<file path="src/rtl/keypad_scan_fifo.sv">
// keypad_scan_fifo: one-hot column scanner for a ROWS x COLS keypad.
// Rows are synchronised and debounced on both press and release. Each accepted
// press is pushed as row*COLS+col into a first-word-fall-through FIFO that has a
// valid/ready pop port and a registered head.
module keypad_scan_fifo #(
    parameter int ROWS     = 4,
    parameter int COLS     = 4,
    parameter int SCAN_DIV = 27000,
    parameter int DEBOUNCE = 4,
    parameter int DEPTH    = 4
) (
    input  logic                            clk,
    input  logic                            reset,
    input  logic [ROWS-1:0]                 filas_raw,
    output logic [COLS-1:0]                 columnas,
    output logic [$clog2(ROWS*COLS)-1:0]    key_code,
    output logic                            key_valid,
    input  logic                            key_ready,
    output logic [$clog2(DEPTH):0]          fifo_count,
    output logic                            key_held,
    output logic                            overflow
);

    localparam int CODE_W = $clog2(ROWS*COLS);
    localparam int CNT_W  = $clog2(DEPTH) + 1;
    localparam int PTR_W  = $clog2(DEPTH);
    localparam int DIV_W  = $clog2(SCAN_DIV);
    localparam int COL_W  = (COLS > 1) ? $clog2(COLS) : 1;
    localparam int ROW_W  = (ROWS > 1) ? $clog2(ROWS) : 1;
    localparam int DEB_W  = $clog2(DEBOUNCE + 1);

    typedef enum logic [1:0] {S_SCAN, S_PRESS, S_HELD} state_t;

    logic [ROWS-1:0]   r_sync1;
    logic [ROWS-1:0]   r_sync2;
    logic [DIV_W-1:0]  r_div;
    state_t            r_state;
    logic [COL_W-1:0]  r_col;
    logic [ROW_W-1:0]  r_row;
    logic [DEB_W-1:0]  r_deb;
    logic              r_held;

    logic [CODE_W-1:0] r_mem [DEPTH];
    logic [PTR_W-1:0]  r_wptr;
    logic [PTR_W-1:0]  r_rptr;
    logic [CNT_W-1:0]  r_count;
    logic [CODE_W-1:0] r_key_code;
    logic              r_overflow;

    logic              w_sample;
    logic              w_any;
    logic [ROW_W-1:0]  w_low_row;
    logic              w_row_bit;
    logic [COL_W-1:0]  w_col_inc;
    logic [ROW_W-1:0]  w_push_row;
    logic [CODE_W-1:0] w_code;
    logic              w_push;
    logic              w_full;
    logic              w_empty;
    logic              w_pop;
    logic              w_wr;
    logic [PTR_W-1:0]  w_rptr_nxt;

    // Two-flop synchroniser on the raw row lines
    always_ff @(posedge clk or posedge reset) begin
        if (reset) begin
            r_sync1 <= '0;
            r_sync2 <= '0;
        end else begin
            r_sync1 <= filas_raw;
            r_sync2 <= r_sync1;
        end
    end

    // Free-running dwell counter; its terminal count is the sample cycle
    always_ff @(posedge clk or posedge reset) begin
        if (reset) begin
            r_div <= '0;
        end else if (w_sample) begin
            r_div <= '0;
        end else begin
            r_div <= r_div + DIV_W'(1);
        end
    end

    assign w_sample = (r_div == DIV_W'(SCAN_DIV - 1));

    // Lowest-index active row wins when several rows are set at once
    always_comb begin
        w_any     = |r_sync2;
        w_low_row = '0;
        for (int i = ROWS - 1; i >= 0; i--) begin
            if (r_sync2[i]) begin
                w_low_row = ROW_W'(i);
            end
        end
    end

    assign w_row_bit  = r_sync2[r_row];
    assign w_col_inc  = (r_col == COL_W'(COLS - 1)) ? '0 : r_col + COL_W'(1);
    // With a single-sample debounce the press is taken on the detection sample,
    // before r_row has been loaded, so the live row index is used then.
    assign w_push_row = (r_state == S_SCAN) ? w_low_row : r_row;
    assign w_code     = CODE_W'(32'(w_push_row) * 32'(COLS) + 32'(r_col));

    assign w_push = w_sample &&
                    (((r_state == S_SCAN) && w_any && (DEBOUNCE == 1)) ||
                     ((r_state == S_PRESS) && w_row_bit &&
                      (r_deb == DEB_W'(DEBOUNCE - 1))));

    // Scan / press-debounce / release-debounce state machine
    always_ff @(posedge clk or posedge reset) begin
        if (reset) begin
            r_state <= S_SCAN;
            r_col   <= '0;
            r_row   <= '0;
            r_deb   <= '0;
            r_held  <= 1'b0;
        end else if (w_sample) begin
            case (r_state)
                S_SCAN: begin
                    if (w_any) begin
                        r_row <= w_low_row;
                        if (DEBOUNCE == 1) begin
                            r_state <= S_HELD;
                            r_deb   <= '0;
                            r_held  <= 1'b1;
                        end else begin
                            r_state <= S_PRESS;
                            r_deb   <= DEB_W'(1);
                        end
                    end else begin
                        r_col <= w_col_inc;
                    end
                end
                S_PRESS: begin
                    if (w_row_bit) begin
                        if (r_deb == DEB_W'(DEBOUNCE - 1)) begin
                            r_state <= S_HELD;
                            r_deb   <= '0;
                            r_held  <= 1'b1;
                        end else begin
                            r_deb <= r_deb + DEB_W'(1);
                        end
                    end else begin
                        r_state <= S_SCAN;
                        r_deb   <= '0;
                        r_col   <= w_col_inc;
                    end
                end
                S_HELD: begin
                    if (!w_row_bit) begin
                        if (r_deb == DEB_W'(DEBOUNCE - 1)) begin
                            r_state <= S_SCAN;
                            r_deb   <= '0;
                            r_held  <= 1'b0;
                            r_col   <= w_col_inc;
                        end else begin
                            r_deb <= r_deb + DEB_W'(1);
                        end
                    end else begin
                        r_deb <= '0;
                    end
                end
                default: begin
                    r_state <= S_SCAN;
                    r_deb   <= '0;
                    r_held  <= 1'b0;
                end
            endcase
        end
    end

    // One-hot column drive decoded from the column index
    for (genvar gi = 0; gi < COLS; gi++) begin : g_col
        assign columnas[gi] = (r_col == COL_W'(gi));
    end

    assign w_full     = (r_count == CNT_W'(DEPTH));
    assign w_empty    = (r_count == '0);
    assign w_pop      = !w_empty && key_ready;
    assign w_wr       = w_push && (!w_full || w_pop);
    assign w_rptr_nxt = r_rptr + PTR_W'(1);

    // FIFO storage; no reset so it maps onto distributed/block memory
    always_ff @(posedge clk) begin
        if (w_wr) begin
            r_mem[r_wptr] <= w_code;
        end
    end

    // FIFO pointers, occupancy, sticky overflow and the registered head
    always_ff @(posedge clk or posedge reset) begin
        if (reset) begin
            r_wptr     <= '0;
            r_rptr     <= '0;
            r_count    <= '0;
            r_key_code <= '0;
            r_overflow <= 1'b0;
        end else begin
            if (w_wr) begin
                r_wptr <= r_wptr + PTR_W'(1);
            end
            if (w_pop) begin
                r_rptr <= w_rptr_nxt;
            end
            if (w_wr && !w_pop) begin
                r_count <= r_count + CNT_W'(1);
            end else if (!w_wr && w_pop) begin
                r_count <= r_count - CNT_W'(1);
            end
            if (w_push && w_full && !w_pop) begin
                r_overflow <= 1'b1;
            end
            // Head follows the next entry; a lone entry being popped while a new
            // one is written hands the head straight to the incoming code.
            if (w_pop) begin
                if (r_count > CNT_W'(1)) begin
                    r_key_code <= r_mem[w_rptr_nxt];
                end else if (w_wr) begin
                    r_key_code <= w_code;
                end
            end else if (w_empty && w_wr) begin
                r_key_code <= w_code;
            end
        end
    end

    assign key_code   = r_key_code;
    assign key_valid  = !w_empty;
    assign fifo_count = r_count;
    assign key_held   = r_held;
    assign overflow   = r_overflow;

endmodule
</file>
<file path="config.mk">
export PLATFORM = sky130hd
export DESIGN_NAME = keypad_scan_fifo
export DESIGN_NICKNAME = d
export VERILOG_FILES = /design/src/rtl/keypad_scan_fifo.sv
export SDC_FILE = /design/constraint.sdc
export NUM_CORES = 1
export LEC_CHECK = 0
export CAP_MARGIN = 20
export CELL_PAD_IN_SITES_DETAIL_PLACEMENT = 0
export CELL_PAD_IN_SITES_GLOBAL_PLACEMENT = 1
export CORE_UTILIZATION = 45
export CTS_BUF_LIST = sky130_fd_sc_hd__clkbuf_4
export DETAILED_ROUTE_END_ITERATION = 8
export PLACE_DENSITY_LB_ADDON = 0.1
export SYNTH_ARGS = -nofsm -noshare
export SYNTH_HDL_FRONTEND = slang
export SYNTH_SLANG_ARGS = --single-unit
</file>
<file path="constraint.sdc">
create_clock -name clk -period 3.2 [get_ports clk]
set_clock_uncertainty 0.15 [all_clocks]
set_input_delay 0.96 -clock clk [delete_from_list [all_inputs] [get_ports clk]]
set_output_delay 0.96 -clock clk [all_outputs]
set_load 0.05 [all_outputs]
</file>
== Word-level counts from Yosys, hierarchy flattened ==
Memory sizes are Yosys's and may differ from the RTL's.
Index checks and enable logic that the tools add are counted.
Storage, ports and cells
  register bits: 45
  RAM bits: 16
  input port bits: 7
  output and inout port bits: 14
  word-level logic and storage cells: 108
  memories: 1
Operators by class
  add/sub/neg operators: 8
  magnitude comparators: 2
  eq/ne operators: 17
  mux-type cells: 38
  bitwise logic cells: 1
  reduce and logical (&&, ||, !) cells: 28
Memory list
  r_mem: words 4, bits a word 4, rd ports 1, clocked after Yosys merged registers in 0, write ports 1, RTL line 43  | logic [CODE_W-1:0] r_mem [DEPTH];
Operators by type and width (number)
  $mux 2: 15
  $mux 3: 6
  $mux 4: 4
  $add 15x1->15 const B: 1
  $eq 15x15->1 const B: 1
  $mux 15: 1
  $ne 2x2->1 const B: 6
  $pmux 2 s3: 2
  $reduce_and 6->1: 2
  $logic_and 1x1->1: 10
  $pmux 3 s3: 1
  $mux 1: 7
  $add 2x1->2 const B: 3
  $add 3x1->3 const B: 2
  $eq 2x2->1 const B: 3
  $reduce_and 5->1: 1
  $add 4x2->4: 1
  $eq 2x1->1 const B: 2
  $logic_not 1->1: 4
  $logic_not 2->1: 2
  $reduce_and 2->1: 2
  $reduce_bool 2->1: 2
  $reduce_or 4->1: 1
  $eq 3x2->1 const B: 1
  other kinds (14): 14

== Longest topological paths before layout ==
Gate-level depths: netlist of run 1.
  word-level depth: 10
  gate-level depth with buffers: 10
  depth with buffers taken out: 10

== Worst setup path before layout of run 1 ==
No wires, ideal clock.
  path kind: register -> register
  start point: reg r_count[0] (netlist: fifo_count[0])
  end point: reg r_key_code[3] (netlist: key_code[3])
  library setup time: 120 ps
  arrival: 2696 ps
  data required time: 2930 ps
  setup slack: 234 ps
  stages on the path, launching flop included: 11
  buffers on the path: 0
  clock period less this slack: 2966 ps
  cell sequence: dfrtp_1 -> inv_1 -> ha_1 -> nand2b_1 -> nand2_1 -> inv_1 -> ha_1 -> inv_1 -> o311a_1 -> a31o_4 -> a31o_1
On the way
  cells in the longest elaborated chain, start to end: 8
  elaborated cells on any way between the ends: 14
  those cells by class: 1 x order compare; 2 x eq/ne; 2 x mux; 9 x reduce/logical
RTL lines
  start: declaration: RTL line 46  | logic [CNT_W-1:0] r_count;
  start signal: assignment: RTL line 208  | r_count <= r_count + CNT_W'(1);
  start signal: assignment: RTL line 210  | r_count <= r_count - CNT_W'(1);
  $logic_not 3->1 *: RTL line 180  | assign w_empty = (r_count == '0);
  $logic_not 1->1 *
  net key_valid: RTL line 17  | output logic key_valid,
  $logic_and 1x1->1 *: RTL line 181  | assign w_pop = !w_empty && key_ready;
  $logic_or 1x1->1: RTL line 182  | assign w_wr = w_push && (!w_full || w_pop);
  $logic_and 1x1->1: RTL line 182
  $logic_and 1x1->1: RTL line 223  | end else if (w_empty && w_wr) begin
  $reduce_bool 2->1 (no line)
  $reduce_and 2->1 (no line)
  end signal: assignment: RTL line 219  | r_key_code <= r_mem[w_rptr_nxt];
  end signal: assignment: RTL line 221  | r_key_code <= w_code;
  end signal: assignment: RTL line 224  | r_key_code <= w_code;
  end: declaration: RTL line 47  | logic [CODE_W-1:0] r_key_code;
Mark *: on every way through the listed nets, which the timed path passes. The rest lies on a longest branch.
A chain may end at the register's enable or synchronous reset.

== Worst setup path after layout of run 1 ==
  start point: reg r_col[0]
  end point: out columnas[2]
On the way
  cells in the longest elaborated chain, start to end: 1
RTL lines
  start: declaration: RTL line 38  | logic [COL_W-1:0] r_col;
  start signal: assignment: RTL line 133  | r_col <= w_col_inc;
  start signal: assignment: RTL line 148  | r_col <= w_col_inc;
  start signal: assignment: RTL line 157  | r_col <= w_col_inc;
  $eq 2x2->1: RTL line 176  | assign columnas[gi] = (r_col == COL_W'(gi));
  end: declaration: RTL line 15  | output logic [COLS-1:0] columnas,
Every way passes these cells.

==> results of run 1 <==
==> cell type report <==
class                   count  share of cell area (%)
clock buffers              10                    2.16
clock inverters             6                    2.24
inverters                  16                    1.77
multi-input cells         166                    37.9
flip-flops and latches     61                    46.3
well taps                  77                    2.78
repair buffers             25                    6.85
==> worst paths after layout <==
| path | start | to | slack [ns] | cells after the start |
|---|---|---|---|---|
| setup / recovery | r_col[0]$_DFFE_PP0P_ | columnas[2] | 0.10 | 3 |
| hold / removal | r_sync1[3]$_DFF_PP0_ | r_sync2[3]$_DFF_PP0_ | 0.19 | 0 |
| setup reg to reg | r_div[0]$_DFF_PP0_ | key_code[3]$_DFFE_PP0P_ | 0.58 | 9 |
| hold reg to reg | r_sync1[3]$_DFF_PP0_ | r_sync2[3]$_DFF_PP0_ | 0.19 | 0 |
| max in group asynchronous | reset | r_sync2[1]$_DFF_PP0_ | 1.60 | 3 |
| min in group asynchronous | reset | r_sync1[2]$_DFF_PP0_ | 0.72 | 2 |
==> metrics by stage <==
stage / utilization, % / cell area (um2) / std cells
finish: 54.0 / 3470 / 361
global route: 54.0 / 3470 / 361
CTS: 54.0 / 3470 / 361
detailed placement: 51.6 / 3320 / 345
global placement: 51.6 / 3320 / 345
floorplan: - / 3030 / 253
==> cell families (layout without fill, tap and decap cells) <==
kind of cell               Yosys count  in the layout  synth area share (%)
and+or+nand+nor                     79             79                  15.5
DFF                                 61             61                  53.0
AOI/OAI and AO/OA                   44             44                  10.9
buffers and inverters               26             57                  3.63
xor gates and xnor gates            17             17                  4.91
adders and majority gates           16             16                  6.60
muxes                               10             10                  5.49
==> placed cells by master, fill, tap and decap left out, types with 6 or more instances in the layout <==
| cell type | instances |
|---|---|
| edfxtp_1 | 16 |
| xor2_1 | 7 |
| o21ai_0 | 8 |
| clkbuf_4 | 10 |
| inv_1 | 14 |
| xnor2_1 | 10 |
| nor2_1 | 15 |
| ha_1 | 16 |
| clkdlybuf4s50_1 | 18 |
| dfrtp_1 | 45 |
| buf_4 | 6 |
| nand2_1 | 9 |
| nand3_1 | 10 |
==> sequential cells by signal, summed over array words and instances, names as in the netlist <==
name and count:
r_row 2, r_div 15, fifo_count 3, r_rptr 2
key_held 1, r_wptr 2, r_sync1 4, r_col 2
overflow 1, key_code 4, r_deb 3, r_state 2
r_mem 16, r_sync2 4
==> power by group <==
group          switching (mW)  leakage (nW)  internal [mW]
clock network           0.293        0.0852          0.318
logic                   0.364         0.663          0.245
registers              0.0855         0.733          0.861
total                   0.742          1.48           1.42
==> worst reg2reg max path, cell delays in order (launching register included) <==
cell and delay, ns:
dfrtp_1 0.39, ha_1 0.25, and3_1 0.19, nand4_1 0.22
or3_4 0.46, ha_1 0.20, inv_1 0.07, o311a_1 0.28
a311oi_1 0.09, a31o_1 0.23
==> per-layer routing <==
layer	vias to the layer above	track usage, %
li1	972	-
met1	980	25.2
met2	34	27.9
met3	11	3.96
met4	0	8.46
met5	-	0
==> what timing repair did <==
item	4_1_cts	5_1_grt
setup endpoints to repair	0	1
resized for setup	0	1
setup buffers	0	0
==> qor.csv, run 1 <==
metric,value,unit
WL per Instance,16.1,um
ys async rst share,73.8,%
fmax,0.323,GHz
Setup crit end kind,output port,
Syn-to-layout area delta,14.4,%
WHS,0.194,ns
first-pass GRT wire length,9.84,mm
CP required,2.09,ns
crit share post-route,96.8,%
max-slew violation count,0,
violated checks,DRC,
Via density,5.53,
CP Launch Type,flip-flop,
top routing layer used,met4,
Slew @ Worst Pin,0.570,ns
root buffer cell,clkbuf_4,
ANT nets after route,0,
ranking of synthesized cells by area,"dfrtp_1 37%, edfxtp_1 16%, ha_1 6.6%",
DP Wirelength,4.17,mm
Total Power,2.17,mW
Syn Nets,276,
Netlist cell types,56,
fill cell count,551,
hold_buf cts,0,
Initial Util,47.2,%
Placement Setup Slack,0.0391,ns
CP peak stage delay,0.80,ns
# setup viols final,0,
met2 wire length,2.68,mm
port buffer count,20,
"count leader, synth",dfrtp_1,
clock latency on the worst-skew pair,0.40,ns
clock period minus worst slack,3.10,ns
Synth top cells by count,"45 x dfrtp_1, 16 x edfxtp_1, 16 x ha_1",
ANT cells,0,
Worst path top cell family by delay,buffers and inverters,
initial antenna violation count,0,
Crit Path Max Fanout,10,
P_leak,1.48,nW
routed wire length,5.82,mm
DRC Markers,2,
maxcap violations,0,
GR Overflow Total,0,
maximum VDD drop,0.000208,V
share of layout cells above drive strength 1,11.6,%
die footprint,7070,um2
Synth top area share,37.1,%
Yosys reg bits,61,
Worst Hold Class,reg2reg,
total track usage,18.4,%
"Avg Cell Area, Syn",12.0,um2
Reg area,1610,um2
Die Span Y,84.1,um
outcome,"complete, but fails checks",
worst-path cell chain,inv_1 > ha_1 > clkdlybuf4s50_1,
Num CTS Buffers,9,
Clock Pin Slew Worst Setup and Hold Paths,0.11,ns
GPL Wtd Cong,0.791,
initial DRC count,114,
CTS tree,yes,
Synth area leader,dfrtp_1,
Mapped Cells,253,
Final Hold Viols,0,
Slew Limit Headroom,62.0,%
fin nets,302,
top-level I/O count,21,
# rows,29,
PD cells,624,nW/um2
number of global-route vias before repair,1965,
critical path class,reg2out,
via count,1997,
CP Buf/Inv Count,2,
largest net degree at the start of global routing,23,
first-pass detailed-route iteration total,6,
critical path's slowest cell,clkdlybuf4s50_1,
multi-input logic area,1320,um2
Syn Std Cell Area,3030,um2
wl on met1,2.87,mm
die width,84.1,um
htree depth,3,
number of enable flip-flop cells after synthesis,16,
setup tns final,0,ns
synth warn,0,
Clock Path Buffers,2,
Num Clock Sinks,61,
worst setup margin,0.101,ns
dominant synthesized flop cell,dfrtp_1,
WP data arrival,1.99,ns
RSZ-0062 raised after global routing,false,
post-synthesis sequential area ratio,53.0,%
core area,6420,um2
DR WL met3,178,um
Power figures use the tool's default switching activity.
==> run 2, diff against run 1 <==
- REMOVE_ABC_BUFFERS: not set -> 1
==> qor.csv, run 2 (synthesis results as in run 1) <==
metric,value,unit,change
WP data arrival,1.95,ns,-0.04 ns
worst setup margin,0.139,ns,+0.0380 ns
number of global-route vias before repair,1970,,+0.25%
multi-input logic area,1320,um2,unchanged
largest register by flop count,r_mem,,
cells on worst reg2reg path,8,,-1
ANT nets after route,0,,unchanged
Syn-to-layout area delta,14.2,%,
clock period minus worst slack,3.06,ns,-0.0380 ns
Clock Pin Slew Worst Setup and Hold Paths,0.10,ns,about the same
share of layout cells above drive strength 1,12.3,%,+0.70 points
# rows,29,,unchanged
"commonest non-fill, non-tap cell in the layout",dfrtp_1,,
initial antenna violation count,0,,unchanged
Sw Pwr,0.747,mW,+0.71%
Reg area,1610,um2,unchanged
Crit Path Max Fanout,10,,unchanged
Layout Utilization,53.9,%,-0.14 points
Slew Limit Headroom,54.6,%,-7.4 points
worst-path cell chain,ha_1 > clkdlybuf4s50_1,,
initial DRC count,115,,+0.88%
critical path's slowest cell,clkdlybuf4s50_1,,
WL per Instance,16.4,um,+1.6%
first-pass GRT wire length,9.87,mm,+0.35%
Worst Hold Depth,0,,unchanged
DP Wirelength,4.17,mm,about the same
port buffer count,20,,unchanged
Worst Hold Class,reg2reg,,
Setup crit end kind,output port,,
Via density,5.57,,+0.65%
Clock Path Buffers,2,,unchanged
Initial Util,47.2,%,unchanged
P_leak,1.51,nW,+1.7%
root buffer cell,clkbuf_4,,
crit share post-route,95.6,%,-1.2 points
maximum VDD drop,0.000480,V,+130%
Num CTS Buffers,9,,unchanged
fill cell count,575,,+4.4%
Num Clock Sinks,61,,unchanged
maxcap violations,0,,unchanged
CP Launch Type,flip-flop,,
max-slew violation count,0,,unchanged
internal power component,1.35,mW,-5.1%
total track usage,18.4,%,+0.039 points
GPL Wtd Cong,0.794,,+0.42%
Final Hold Viols,0,,unchanged
max reg flops,16,,unchanged
Slew @ Worst Pin,0.680,ns,+0.109 ns
htree depth,3,,unchanged
Largest regs,"r_mem: 16 flops, r_div: 15 flops",,
CP peak stage delay,0.80,ns,about the same
via count,2010,,+0.65%
routed wire length,5.92,mm,+1.6%
ANT cells,0,,unchanged
fmax,0.327,GHz,+1.2%
GR Overflow Total,0,,unchanged
Sw Share,35.6,%,+1.4 points
clock network power share,25.6,%,-2.6 points
largest net degree at the start of global routing,34,,+48%
WHS,0.210,ns,+0.0168 ns
RSZ-0062 raised after global routing,false,,
die footprint,7070,um2,unchanged
sequential power share,45.2,%,+1.5 points
# setup viols final,0,,unchanged
CP required,2.09,ns,about the same
"commonest non-fill, non-tap cells in the layout","45 x dfrtp_1, 16 x ha_1, 16 x clkdlybuf4s50_1, 16 x edfxtp_1, 15 x nor2_1",,
die width,84.1,um,unchanged
core area,6420,um2,unchanged
PD cells,606,nW/um2,-2.9%
top-level I/O count,21,,unchanged
setup tns final,0,ns,unchanged
critical path class,reg2out,,
first-pass detailed-route iteration total,7,,+1
DRC Markers,0,,-2
Die Span Y,84.1,um,unchanged
outcome,"complete, no violations",,
fin nets,302,,unchanged
clock latency on the worst-skew pair,0.39,ns,about the same
logic gate share of total power,29.2,%,+1.1 points
Placement Setup Slack,0.0452,ns,+0.00612 ns
CTS tree,yes,,
[run 2: cell count changes in the layout (fill, tap and decap cells not counted)]
cell	before	now
clkinvlp_4	0	2
bufinv_16	2	1
dlymetal6s2s_1	1	3
clkinv_1	2	0
clkinv_4	0	1
clkdlybuf4s50_1	18	16
[run 2: layout make-up]
| cell class | instances | share of cell area [%] |
|---|---|---|
| clock inverters | 6 | 1.84 |
| flip-flops and latches | 61 | 46.4 |
| multi-input cells | 166 | 38.0 |
| inverters | 16 | 1.77 |
| repair buffers | 25 | 7.01 |
| clock buffers | 10 | 2.17 |
| well taps | 77 | 2.78 |
[run 2: layer usage]
layer  routed length (um)  global-route usage [%]
met5                    0                       0
met3                  234                    3.26
met1                 2880                    25.3
met4                  102                    9.56
met2                 2700                    27.9
[run 2: repair_timing]
action / in CTS / in global routing
hold buffers: 0 / 0
endpoints found under the hold margin: 0 / 0
endpoints found under the setup margin: 0 / 3
buffers inserted: 0 / 0
gates resized for setup: 0 / 3
[run 2: worst max-delay path: cells and delay by family, from the launching register on]
family,cells,cell delay [ns]
adders and majority gates,1,0.21
buffers and inverters,1,0.80
DFF,1,0.56
[run 2: worst paths after layout]
path / slack, ns / to / start
min: 0.21 / r_sync2[2]$_DFF_PP0_ / r_sync1[2]$_DFF_PP0_
max: 0.14 / columnas[1] / r_col[0]$_DFFE_PP0P_
min in group asynchronous: 0.82 / r_deb[2]$_DFFE_PP0P_ / reset
min reg2reg: 0.21 / r_sync2[2]$_DFF_PP0_ / r_sync1[2]$_DFF_PP0_
max reg2reg: 0.62 / key_code[3]$_DFFE_PP0P_ / r_row[1]$_DFFE_PP0P_
max in group asynchronous: 1.48 / r_col[1]$_DFFE_PP0P_ / reset
[run 2: through the flow]
| step | cell area (um2) | std cells | power [mW] |
|---|---|---|---|
| after floorplan | 2980 | 243 | 1.39 |
| after global placement | 3320 | 345 | 1.58 |
| after detailed placement | 3320 | 345 | 1.58 |
| after CTS | 3450 | 361 | 2.12 |
| after global routing | 3460 | 361 | 2.21 |
| final | 3460 | 361 | 2.10 |
[run 2: power by group through the flow]
stage / logic, mW / clock network [mW] / registers [mW]
after global placement: 0.611 / 0 / 0.971
after floorplan: 0.291 / 0 / 1.10
after CTS: 0.617 / 0.554 / 0.952
after global routing: 0.658 / 0.590 / 0.965
after detailed placement: 0.615 / 0 / 0.966
final: 0.613 / 0.537 / 0.948
